==> src/rtl/snax_dimc_seq_ctrl_if.sv <==
`default_nettype none
// ============================================================================
// Module   : snax_dimc_seq_ctrl_if
// Brief    : CSR request/response and DIMC stream-gating bundle for the
//            DIMC sequence controller.
// Revision : 1.0 - initial release
// ============================================================================
interface snax_dimc_seq_ctrl_if #(
    parameter int RegAddrWidth = 32,
    parameter int RegDataWidth = 32
);
    logic [RegAddrWidth-1:0] csr_req_addr_i;
    logic [RegDataWidth-1:0] csr_req_data_i;
    logic                    csr_req_write_i;
    logic                    csr_req_valid_i;
    logic                    csr_req_ready_o;
    logic [RegDataWidth-1:0] csr_rsp_data_o;
    logic                    csr_rsp_valid_o;
    logic                    csr_rsp_ready_i;
    logic                    in_fire_i;
    logic                    out_fire_i;
    logic                    in_allow_o;
    logic                    out_allow_o;
    logic [1:0]              dimc_mode_o;
    logic                    busy_o;
    logic                    done_o;

    modport slave (
        input  csr_req_addr_i, csr_req_data_i, csr_req_write_i, csr_req_valid_i,
        input  csr_rsp_ready_i, in_fire_i, out_fire_i,
        output csr_req_ready_o, csr_rsp_data_o, csr_rsp_valid_o,
        output in_allow_o, out_allow_o, dimc_mode_o, busy_o, done_o
    );

    modport master (
        output csr_req_addr_i, csr_req_data_i, csr_req_write_i, csr_req_valid_i,
        output csr_rsp_ready_i, in_fire_i, out_fire_i,
        input  csr_req_ready_o, csr_rsp_data_o, csr_rsp_valid_o,
        input  in_allow_o, out_allow_o, dimc_mode_o, busy_o, done_o
    );
endinterface
`default_nettype wire

==> src/rtl/snax_dimc_seq_ctrl.sv <==
`default_nettype none
// ============================================================================
// Module   : snax_dimc_seq_ctrl
// Brief    : CSR-programmed job sequencer gating DIMC input/output beats.
// Revision : 1.0 - initial release
// ============================================================================
module snax_dimc_seq_ctrl #(
    parameter int RegAddrWidth = 32,
    parameter int RegDataWidth = 32,
    parameter int CntWidth     = 16
) (
    input  wire logic         clk_i,
    input  wire logic         rst_i,
    snax_dimc_seq_ctrl_if.slave bus
);

    localparam logic [RegAddrWidth-1:0] c_ADDR_MODE    = RegAddrWidth'(0);
    localparam logic [RegAddrWidth-1:0] c_ADDR_NUM_IN  = RegAddrWidth'(1);
    localparam logic [RegAddrWidth-1:0] c_ADDR_NUM_OUT = RegAddrWidth'(2);
    localparam logic [RegAddrWidth-1:0] c_ADDR_START   = RegAddrWidth'(3);
    localparam logic [RegAddrWidth-1:0] c_ADDR_STATUS  = RegAddrWidth'(4);
    localparam logic [RegAddrWidth-1:0] c_ADDR_PERF    = RegAddrWidth'(5);

    typedef enum logic [1:0] {
        S_IDLE   = 2'd0,
        S_RUN    = 2'd1,
        S_FINISH = 2'd2
    } state_t;

    state_t                  r_state;
    state_t                  w_state_next;

    logic [1:0]              r_mode_cfg;
    logic [1:0]              r_dimc_mode;
    logic [CntWidth-1:0]     r_num_in;
    logic [CntWidth-1:0]     r_num_out;
    logic [CntWidth-1:0]     r_in_cnt;
    logic [CntWidth-1:0]     r_out_cnt;
    logic [RegDataWidth-1:0] r_perf;
    logic                    r_done_sticky;
    logic                    r_rsp_valid;
    logic [RegDataWidth-1:0] r_rsp_data;

    logic                    w_req_ready;
    logic                    w_wr;
    logic                    w_rd;
    logic                    w_start;
    logic                    w_in_allow;
    logic                    w_out_allow;
    logic                    w_busy;
    logic                    w_done;
    logic [RegDataWidth-1:0] w_rd_data;
    logic                    w_unused;

    // A new request may be taken whenever the response slot is free or draining.
    assign w_req_ready = !r_rsp_valid || bus.csr_rsp_ready_i;
    assign w_wr        = bus.csr_req_valid_i && w_req_ready && bus.csr_req_write_i;
    assign w_rd        = bus.csr_req_valid_i && w_req_ready && !bus.csr_req_write_i;
    assign w_start     = w_wr && (bus.csr_req_addr_i == c_ADDR_START) &&
                         bus.csr_req_data_i[0] && (r_state == S_IDLE);
    assign w_unused    = &{1'b0, bus.csr_req_data_i};

    always_ff @(posedge clk_i) begin
        if (rst_i) begin
            r_state <= S_IDLE;
        end else begin
            r_state <= w_state_next;
        end
    end

    always_comb begin
        w_state_next = r_state;
        w_in_allow   = 1'b0;
        w_out_allow  = 1'b0;
        w_busy       = 1'b0;
        w_done       = 1'b0;
        case (r_state)
            S_IDLE: begin
                if (w_start) begin
                    w_state_next = S_RUN;
                end
            end
            S_RUN: begin
                w_busy      = 1'b1;
                w_in_allow  = (r_in_cnt != r_num_in);
                w_out_allow = (r_out_cnt != r_num_out);
                if ((r_in_cnt == r_num_in) && (r_out_cnt == r_num_out)) begin
                    w_state_next = S_FINISH;
                end
            end
            S_FINISH: begin
                w_busy       = 1'b1;
                w_done       = 1'b1;
                w_state_next = S_IDLE;
            end
            default: begin
                w_state_next = S_IDLE;
            end
        endcase
    end

    always_comb begin
        w_rd_data = '0;
        case (bus.csr_req_addr_i)
            c_ADDR_MODE:    w_rd_data = RegDataWidth'(r_mode_cfg);
            c_ADDR_NUM_IN:  w_rd_data = RegDataWidth'(r_num_in);
            c_ADDR_NUM_OUT: w_rd_data = RegDataWidth'(r_num_out);
            c_ADDR_STATUS:  w_rd_data = RegDataWidth'({r_done_sticky, w_busy});
            c_ADDR_PERF:    w_rd_data = r_perf;
            default:        w_rd_data = '0;
        endcase
    end

    always_ff @(posedge clk_i) begin
        if (rst_i) begin
            r_mode_cfg    <= '0;
            r_dimc_mode   <= '0;
            r_num_in      <= '0;
            r_num_out     <= '0;
            r_in_cnt      <= '0;
            r_out_cnt     <= '0;
            r_perf        <= '0;
            r_done_sticky <= 1'b0;
            r_rsp_valid   <= 1'b0;
            r_rsp_data    <= '0;
        end else begin
            // Job configuration is frozen for the whole job.
            if (w_wr && !w_busy) begin
                if (bus.csr_req_addr_i == c_ADDR_MODE) begin
                    r_mode_cfg <= bus.csr_req_data_i[1:0];
                end
                if (bus.csr_req_addr_i == c_ADDR_NUM_IN) begin
                    r_num_in <= bus.csr_req_data_i[CntWidth-1:0];
                end
                if (bus.csr_req_addr_i == c_ADDR_NUM_OUT) begin
                    r_num_out <= bus.csr_req_data_i[CntWidth-1:0];
                end
            end

            if (w_start) begin
                r_in_cnt    <= '0;
                r_out_cnt   <= '0;
                r_perf      <= '0;
                r_dimc_mode <= r_mode_cfg;
            end else if (r_state == S_RUN) begin
                if (bus.in_fire_i && w_in_allow) begin
                    r_in_cnt <= r_in_cnt + 1'b1;
                end
                if (bus.out_fire_i && w_out_allow) begin
                    r_out_cnt <= r_out_cnt + 1'b1;
                end
                if (r_perf != '1) begin
                    r_perf <= r_perf + 1'b1;
                end
            end

            // Completion takes priority over a concurrent clear-on-read.
            if (w_start) begin
                r_done_sticky <= 1'b0;
            end else if (r_state == S_FINISH) begin
                r_done_sticky <= 1'b1;
            end else if (w_rd && (bus.csr_req_addr_i == c_ADDR_STATUS)) begin
                r_done_sticky <= 1'b0;
            end

            if (w_rd) begin
                r_rsp_valid <= 1'b1;
                r_rsp_data  <= w_rd_data;
            end else if (bus.csr_rsp_ready_i) begin
                r_rsp_valid <= 1'b0;
            end
        end
    end

    assign bus.csr_req_ready_o = w_req_ready;
    assign bus.csr_rsp_valid_o = r_rsp_valid;
    assign bus.csr_rsp_data_o  = r_rsp_data;
    assign bus.in_allow_o      = w_in_allow;
    assign bus.out_allow_o     = w_out_allow;
    assign bus.dimc_mode_o     = r_dimc_mode;
    assign bus.busy_o          = w_busy;
    assign bus.done_o          = w_done;

endmodule
`default_nettype wire

==> src/flat_wrapper.sv <==
// flat-port wrapper written by rule: the top's interface ports become plain ports
module snax_dimc_seq_ctrl_flat 
#(
    parameter int RegAddrWidth = 32,
    parameter int RegDataWidth = 32,
    parameter int CntWidth     = 16
)
  (clk_i, rst_i, bus_csr_req_addr_i, bus_csr_req_data_i, bus_csr_req_write_i, bus_csr_req_valid_i, bus_csr_rsp_ready_i, bus_in_fire_i, bus_out_fire_i, bus_csr_req_ready_o, bus_csr_rsp_data_o, bus_csr_rsp_valid_o, bus_in_allow_o, bus_out_allow_o, bus_dimc_mode_o, bus_busy_o, bus_done_o);
  snax_dimc_seq_ctrl_if #(.RegAddrWidth(RegAddrWidth), .RegDataWidth(RegDataWidth)) bus_i ();
  input  wire logic clk_i;
  input  wire logic rst_i;
  input wire logic [$bits(bus_i.csr_req_addr_i)-1:0] bus_csr_req_addr_i;
  input wire logic [$bits(bus_i.csr_req_data_i)-1:0] bus_csr_req_data_i;
  input wire logic [$bits(bus_i.csr_req_write_i)-1:0] bus_csr_req_write_i;
  input wire logic [$bits(bus_i.csr_req_valid_i)-1:0] bus_csr_req_valid_i;
  input wire logic [$bits(bus_i.csr_rsp_ready_i)-1:0] bus_csr_rsp_ready_i;
  input wire logic [$bits(bus_i.in_fire_i)-1:0] bus_in_fire_i;
  input wire logic [$bits(bus_i.out_fire_i)-1:0] bus_out_fire_i;
  output wire logic [$bits(bus_i.csr_req_ready_o)-1:0] bus_csr_req_ready_o;
  output wire logic [$bits(bus_i.csr_rsp_data_o)-1:0] bus_csr_rsp_data_o;
  output wire logic [$bits(bus_i.csr_rsp_valid_o)-1:0] bus_csr_rsp_valid_o;
  output wire logic [$bits(bus_i.in_allow_o)-1:0] bus_in_allow_o;
  output wire logic [$bits(bus_i.out_allow_o)-1:0] bus_out_allow_o;
  output wire logic [$bits(bus_i.dimc_mode_o)-1:0] bus_dimc_mode_o;
  output wire logic [$bits(bus_i.busy_o)-1:0] bus_busy_o;
  output wire logic [$bits(bus_i.done_o)-1:0] bus_done_o;
  assign bus_i.csr_req_addr_i = bus_csr_req_addr_i;
  assign bus_i.csr_req_data_i = bus_csr_req_data_i;
  assign bus_i.csr_req_write_i = bus_csr_req_write_i;
  assign bus_i.csr_req_valid_i = bus_csr_req_valid_i;
  assign bus_i.csr_rsp_ready_i = bus_csr_rsp_ready_i;
  assign bus_i.in_fire_i = bus_in_fire_i;
  assign bus_i.out_fire_i = bus_out_fire_i;
  assign bus_csr_req_ready_o = bus_i.csr_req_ready_o;
  assign bus_csr_rsp_data_o = bus_i.csr_rsp_data_o;
  assign bus_csr_rsp_valid_o = bus_i.csr_rsp_valid_o;
  assign bus_in_allow_o = bus_i.in_allow_o;
  assign bus_out_allow_o = bus_i.out_allow_o;
  assign bus_dimc_mode_o = bus_i.dimc_mode_o;
  assign bus_busy_o = bus_i.busy_o;
  assign bus_done_o = bus_i.done_o;
  snax_dimc_seq_ctrl #(.RegAddrWidth(RegAddrWidth), .RegDataWidth(RegDataWidth), .CntWidth(CntWidth)) u_core (.clk_i(clk_i), .rst_i(rst_i), .bus(bus_i));
endmodule
==> config.mk <==
export PLATFORM = sky130hd
export DESIGN_NAME = snax_dimc_seq_ctrl_flat
export DESIGN_NICKNAME = d
export VERILOG_FILES = /design/src/rtl/snax_dimc_seq_ctrl_if.sv /design/src/rtl/snax_dimc_seq_ctrl.sv /design/src/flat_wrapper.sv
export SDC_FILE = /design/constraint.sdc
export NUM_CORES = 1
export LEC_CHECK = 0
export ABC_AREA = 0
export CORE_ASPECT_RATIO = 1.2
export CORE_UTILIZATION = 45
export DETAILED_ROUTE_END_ITERATION = 10
export HOLD_SLACK_MARGIN = 0.02
export PLACE_DENSITY = 0.75
export SYNTH_ARGS = -nofsm -noshare
export SYNTH_HDL_FRONTEND = slang
export SYNTH_SLANG_ARGS = --single-unit
==> constraint.sdc <==
create_clock -name clk_i -period 3.5 [get_ports clk_i]
set_input_delay 0.525 -clock clk_i [delete_from_list [all_inputs] [get_ports clk_i]]
set_output_delay 0.525 -clock clk_i [all_outputs]
set_load 0.05 [all_outputs]
==> impl_metrics.toml, run 1 <==
[cts]
worstSkewPairLatency_ns = 0.43
cts-root-buf = "clkbuf_16"
htree_levels = 4
hold_buffers = 0
clk_pin_slew_ns = 0.06
cts_setup_buffers = 0
cts_buffers = 17
clock_path_buffers = 2
cts_tree = "done"
cts_resized = 0
cts_sinks = 136

[setup_path]
rr_worst_depth = 7
crit_path_start_kind = "flop"
cp-end-kind = "output pin"
worstPathRequired_ns = 2.97
crit_type = "flop to output pin"
critPathMaxFanout = 8
critPathArrivalTime_ns = 2.52
worstReg2RegEnd = "u_core.r_perf[31]$_SDFFE_PP0P_"
rrSetupSlack_ns = 0.78
r2r-start = "u_core.r_state[1]$_SDFFE_PP0P_"

[floorplanning]
die_h_um = 139
die_x_um = 116
rows = 49
pin_count = 111
die_area_um2 = 16200
core_region_area_um2 = 15100
initial_core_util_pct = 46.6

[power_and_ir_drop]
leakage_nw = 2.71
power_frac_clock_pct = 47.9
netSwitchingFraction_pct = 26.2
powerDensity_nw_per_um2 = 422
p_int_mw = 2.72
pwr-share-seq_pct = 42.9
max-vdd-ir-drop_mv = 0.312
p_comb_share_pct = 9.1
switchingPower_mw = 0.967

[placement]
gp_congestion = 0.895
dp_hpwl_mm = 13.6
dp_slack_ns = 0.549
io_buffers = 94
dpl_cell_area_um2 = 8160
dp.cells = 1069

[logic_synthesis]
postSynthCellCount = 811
synth_area_um2 = 7060
synth-seq-area-share_pct = 38.6
ys_top_cells_by_count = "dfxtp_1 (136), a21oi_1 (70), nor2_1 (49)"
yosysWarningCount = 0
yosys_register_bits = 136
ys.flop_type = "dfxtp_1"
syn_nets = 888
async_flop_share_pct = 0
synth_top_area_share_pct = 38.6
synth.avg_cell_area_um2 = 8.71
yosysUniqueCellTypes = 55
synth_area_leaders = "dfxtp_1 (39%), a21oi_1 (5.0%), xnor2_1 (4.3%)"
yosysTopAreaCell = "dfxtp_1"
synth_most_common_cell = "dfxtp_1"
synth-edff-count = 0

[global_routing]
grt_antenna_before_repair = 0
grt_max_degree = 71
grt_first_pass_wirelength_mm = 31.2
grt.overflow.total = 0
track_usage_pct = 24.6
grt_pass1_vias = 6104

[layout]
stdcell_count = 1101
final_cell_area_um2 = 8740
insertedDiodeCount = 0
nets = 961
final_layout_size_suffix_gt1_share_pct = 9.92
areaGrowthSynthToFinish_pct = 23.8

[route]
vias = 6683
ant_nets = 0
avgRoutedWirePerCell_um = 17.7
firstDrtPassIters = 5
drc_errors = 0
routed_wl_mm = 19.4
initialDrtViolationCount = 490
routed_via_density = 6.07

[status]
outcome = "complete, no violations"

[sta]
tightest_slew_ns = 1.06
fin_crit_sh_pct = 86.9
finalSetupViolCount = 0
timing.final.max_slew_violations = 0
hold_violations = 0
period_minus_slack_ns = 3.04
fmax_mhz = 329
max_slew_margin_pct = 29.2
fin_ws_ns = 0.458
clock_skew_ns = 0.00945
tns_ns = 0
rsz0062_at_grt = "false"

[job]
maxCapViolCount = 0

[min_path]
worstHoldStart = "rst_i"
worst_hold_path.endpoint = "u_core.bus.dimc_mode_o[0]$_SDFFE_PP0P_"
hold_depth = 2
min_path_type = "input port to flop"
logic make-up (layout without fill, tap and decap cells):
| logic type | Yosys count | in the layout | synth area share [%] |
|---|---|---|---|
| buffers and inverters | 96 | 182 | 5.78 |
| muxes | 30 | 30 | 4.61 |
| DFF | 136 | 136 | 38.6 |
| adders and majority gates | 6 | 6 | 1.06 |
| and+or+nand+nor | 280 | 280 | 22.6 |
| xor gates and xnor gates | 39 | 39 | 4.84 |
| AOI/OAI and AO/OA | 224 | 224 | 22.6 |
layout make-up:
cell class,count,area [um2]
clock buffer,19,443
clock inverter,13,138
fill,1366,6400
inverter,38,143
multi-input combinational,579,3960
sequential,136,2720
tap,204,255
timing repair buffer,112,1080
through the flow:
stage | hold WS, ns | util [%] | total power [mW]
floorplan | 0.438 | - | 1.80
global placement | 0.440 | 53.9 | 1.95
detailed placement | 0.450 | 53.9 | 1.95
CTS | 0.307 | 57.7 | 3.71
global route | 0.326 | 57.7 | 3.79
finish | 0.322 | 57.7 | 3.69
sequential cells by signal, indices dropped and copies added, names as in the netlist:
signal and cells:
u_core.r_num_out 16, u_core.r_in_cnt 16, u_core.r_perf 32, u_core.r_mode_cfg 2, u_core.r_done_sticky 1, u_core.r_num_in 16, u_core.bus.csr_rsp_valid_o 1, u_core.r_out_cnt 16
u_core.bus.csr_rsp_data_o 32, u_core.bus.dimc_mode_o 2, u_core.r_state 2
worst max-delay path by stage:
stage,startpoint,end
floorplan,u_core.r_state[0]$_SDFFE_PP0P_,u_core.r_num_out[10]$_SDFFE_PP0P_
global placement,bus_csr_req_addr_i[0],u_core.r_num_out[11]$_SDFFE_PP0P_
detailed placement,bus_csr_req_addr_i[0],u_core.r_num_out[6]$_SDFFE_PP0P_
CTS,u_core.r_out_cnt[3]$_SDFFE_PP0P_,bus_out_allow_o
global route,u_core.r_out_cnt[3]$_SDFFE_PP0P_,bus_out_allow_o
finish,u_core.r_out_cnt[3]$_SDFFE_PP0P_,bus_out_allow_o
routing by layer:
metal  share of wire [%]  vias up  global-route usage [%]
li1                    -     3223                       -
met1                  42     3212                    30.7
met2                  50      218                    41.1
met3                 6.1       30                    4.57
met4                 2.2        0                    9.72
met5                   0        -                       0
power groups by stage:
stage / Combinational [mW] / Clock [mW] / Sequential [mW]
2_1_floorplan: 0.191 / 0 / 1.61
3_3_place_gp: 0.331 / 0 / 1.62
3_5_place_dp: 0.334 / 0 / 1.62
4_1_cts: 0.335 / 1.79 / 1.58
5_1_grt: 0.360 / 1.84 / 1.59
6_report: 0.337 / 1.77 / 1.58
critical path, stage by stage (launching register included):
cell and delay [ns]:
dfxtp_1 0.50, xnor2_1 0.16, nand4_1 0.13, o41ai_2 0.43
inv_1 0.16, clkdlybuf4s50_1 0.72
cell usage in the layout, fill, tap and decap left out, types with 15 or more instances in the layout:
master | Yosys | routed
nor2_1 | 49 | 49
nand3_1 | 44 | 44
or4_1 | 20 | 20
buf_4 | 5 | 18
clkdlybuf4s50_1 | 0 | 92
nand4_1 | 35 | 35
xnor2_1 | 35 | 35
clkbuf_16 | 0 | 17
a21oi_1 | 70 | 70
nand2_1 | 39 | 39
mux2i_1 | 28 | 28
o21ai_0 | 45 | 45
dfxtp_1 | 136 | 136
a32oi_1 | 16 | 16
nor4_1 | 15 | 15
o31ai_1 | 37 | 37
o41ai_1 | 16 | 15
inv_1 | 37 | 37
or3_1 | 27 | 27
(Power assumes the default switching activity.)
==> run 2, diff against run 1 <==
--- a/config.mk
+++ b/config.mk
@@ -8,4 +8,5 @@
 export ABC_AREA = 0
 export CORE_ASPECT_RATIO = 1.2
+export CORE_MARGIN = 3
 export CORE_UTILIZATION = 45
 export DETAILED_ROUTE_END_ITERATION = 10
==> constraint.sdc (replaced) <==
create_clock -name clk_i -period 3.5 [get_ports clk_i]
set_input_delay 0.35 -clock clk_i [delete_from_list [all_inputs] [get_ports clk_i]]
set_output_delay 0.35 -clock clk_i [all_outputs]
set_load 0.05 [all_outputs]
==> impl_metrics.toml, run 2 (synthesized netlist as in run 1, its figures left out) <==
[layout]
nets = 959
multiInputGateArea_um2 = 3960
stdcell_count = 1099
areaGrowthSynthToFinish_pct = 23.3
final_layout_size_suffix_gt1_share_pct = 9.72
insertedDiodeCount = 0
regArea_um2 = 2720
fillers = 1411
final_cell_mix = "dfxtp_1 (136), clkdlybuf4s50_1 (93), a21oi_1 (70), nor2_1 (49), o21ai_0 (45)"
layout_commonest_cell = "dfxtp_1"
final_cell_area_um2 = 8710

[sta]
period_minus_slack_ns = 2.88
fmax_mhz = 347
timing.final.max_slew_violations = 0
hold_violations = 0
fin_crit_sh_pct = 82.3
max_slew_margin_pct = 30.7
tightest_slew_ns = 1.04
finalSetupViolCount = 0
rsz0062_at_grt = "false"
clock_skew_ns = 0.0120
tns_ns = 0

[cts]
clock_path_buffers = 2
cts_sinks = 136
htree_levels = 4
clk_pin_slew_ns = 0.06
cts_setup_buffers = 0
hold_buffers = 0
cts-root-buf = "clkbuf_16"
cts_resized = 0
cts_tree = "done"
worstSkewPairLatency_ns = 0.43
cts_buffers = 17

[setup_path]
critPathArrivalTime_ns = 2.53
worstPathRequired_ns = 3.15
cp-end-kind = "output pin"
worstReg2RegEnd = "u_core.r_perf[21]$_SDFFE_PP0P_"
rr_worst_depth = 7
crit_path_start_kind = "flop"
critPathMaxFanout = 9
cp-endpoint = "bus_out_allow_o"
r2r-start = "u_core.r_state[1]$_SDFFE_PP0P_"
cp-startpoint = "u_core.r_out_cnt[2]$_SDFFE_PP0P_"
rrSetupSlack_ns = 0.89
crit_type = "flop to output pin"

[power_and_ir_drop]
leakage_nw = 2.69
max-vdd-ir-drop_mv = 0.330
switchingPower_mw = 0.968
p_comb_share_pct = 9.3
netSwitchingFraction_pct = 26.6
power_frac_clock_pct = 47.2
powerDensity_nw_per_um2 = 417
pwr-share-seq_pct = 43.6
power_mw = 3.63
p_int_mw = 2.67

[global_routing]
track_usage_pct = 22.8
grt.overflow.total = 0
grt_pass1_vias = 6243
grt_max_degree = 69
grt_antenna_before_repair = 0
grt_first_pass_wirelength_mm = 31.8

[status]
outcome = "complete, no violations"

[placement]
dp_hpwl_mm = 14.0
io_buffers = 94
gp_congestion = 0.932
dp.cells = 1067
dpl_cell_area_um2 = 8150

[min_path]
min_path_type = "input port to flop"

[floorplanning]
die_area_um2 = 17200
die_x_um = 120
core_region_area_um2 = 15200
die_h_um = 143
pin_count = 111
rows = 49
initial_core_util_pct = 46.4

[route]
avgRoutedWirePerCell_um = 17.8
drc_errors = 0
vias = 6612
routed_via_density = 6.02
initialDrtViolationCount = 488
routed_wl_mm = 19.6
ant_nets = 0
firstDrtPassIters = 5

[job]
maxCapViolCount = 0
## run 2: critical path, cell delays in order (launching register included)
cell and delay (ns):
dfxtp_1 0.54, xnor2_1 0.16, nand4_1 0.13, o41ai_2 0.39, inv_1 0.15, clkdlybuf4s50_1 0.73
## run 2: per-stage QoR
step	utilization [%]	worst slack [ns]	hold slack [ns]
finish	57.3	0.620	0.182
CTS	57.3	0.616	0.175
global route	57.3	0.500	0.185
global placement	53.6	0.644	0.441
floorplan	-	0.935	0.438
detailed placement	53.6	0.644	0.447
## run 2: layer usage
metal	wire length, um	GRT usage, %
met1	8330	28.4
met2	9710	39.1
met3	1030	4.24
met4	486	9.07
met5	0	0
## run 2: how the worst min path moves through the flow
stage                                         startpoint                                         to  cells past startpoint
2_1_floorplan          u_core.r_done_sticky$_SDFFE_PP0P_          u_core.r_done_sticky$_SDFFE_PP0P_                      2
3_3_place_gp   u_core.bus.csr_rsp_data_o[0]$_SDFFE_PP0P_  u_core.bus.csr_rsp_data_o[0]$_SDFFE_PP0P_                      2
3_5_place_dp   u_core.bus.csr_rsp_data_o[0]$_SDFFE_PP0P_  u_core.bus.csr_rsp_data_o[0]$_SDFFE_PP0P_                      2
4_1_cts                                            rst_i     u_core.bus.dimc_mode_o[1]$_SDFFE_PP0P_                      2
5_1_grt                                            rst_i     u_core.bus.dimc_mode_o[0]$_SDFFE_PP0P_                      2
6_report                                           rst_i     u_core.bus.dimc_mode_o[0]$_SDFFE_PP0P_                      2
## run 2: cell type report
class / count / area share (%)
Clock inverter: 13 / 1.25
Sequential cell: 136 / 31.3
Tap cell: 204 / 2.93
Multi-Input combinational cell: 579 / 45.5
Inverter: 38 / 1.64
Clock buffer: 19 / 5.20
Timing Repair Buffer: 110 / 12.3
## run 2: power groups by stage
stage	clock network [mW]	registers [mW]	logic, mW
2_1_floorplan	0	1.61	0.191
3_5_place_dp	0	1.62	0.335
5_1_grt	1.80	1.58	0.360
6_report	1.71	1.58	0.336
4_1_cts	1.74	1.58	0.336
3_3_place_gp	0	1.62	0.329
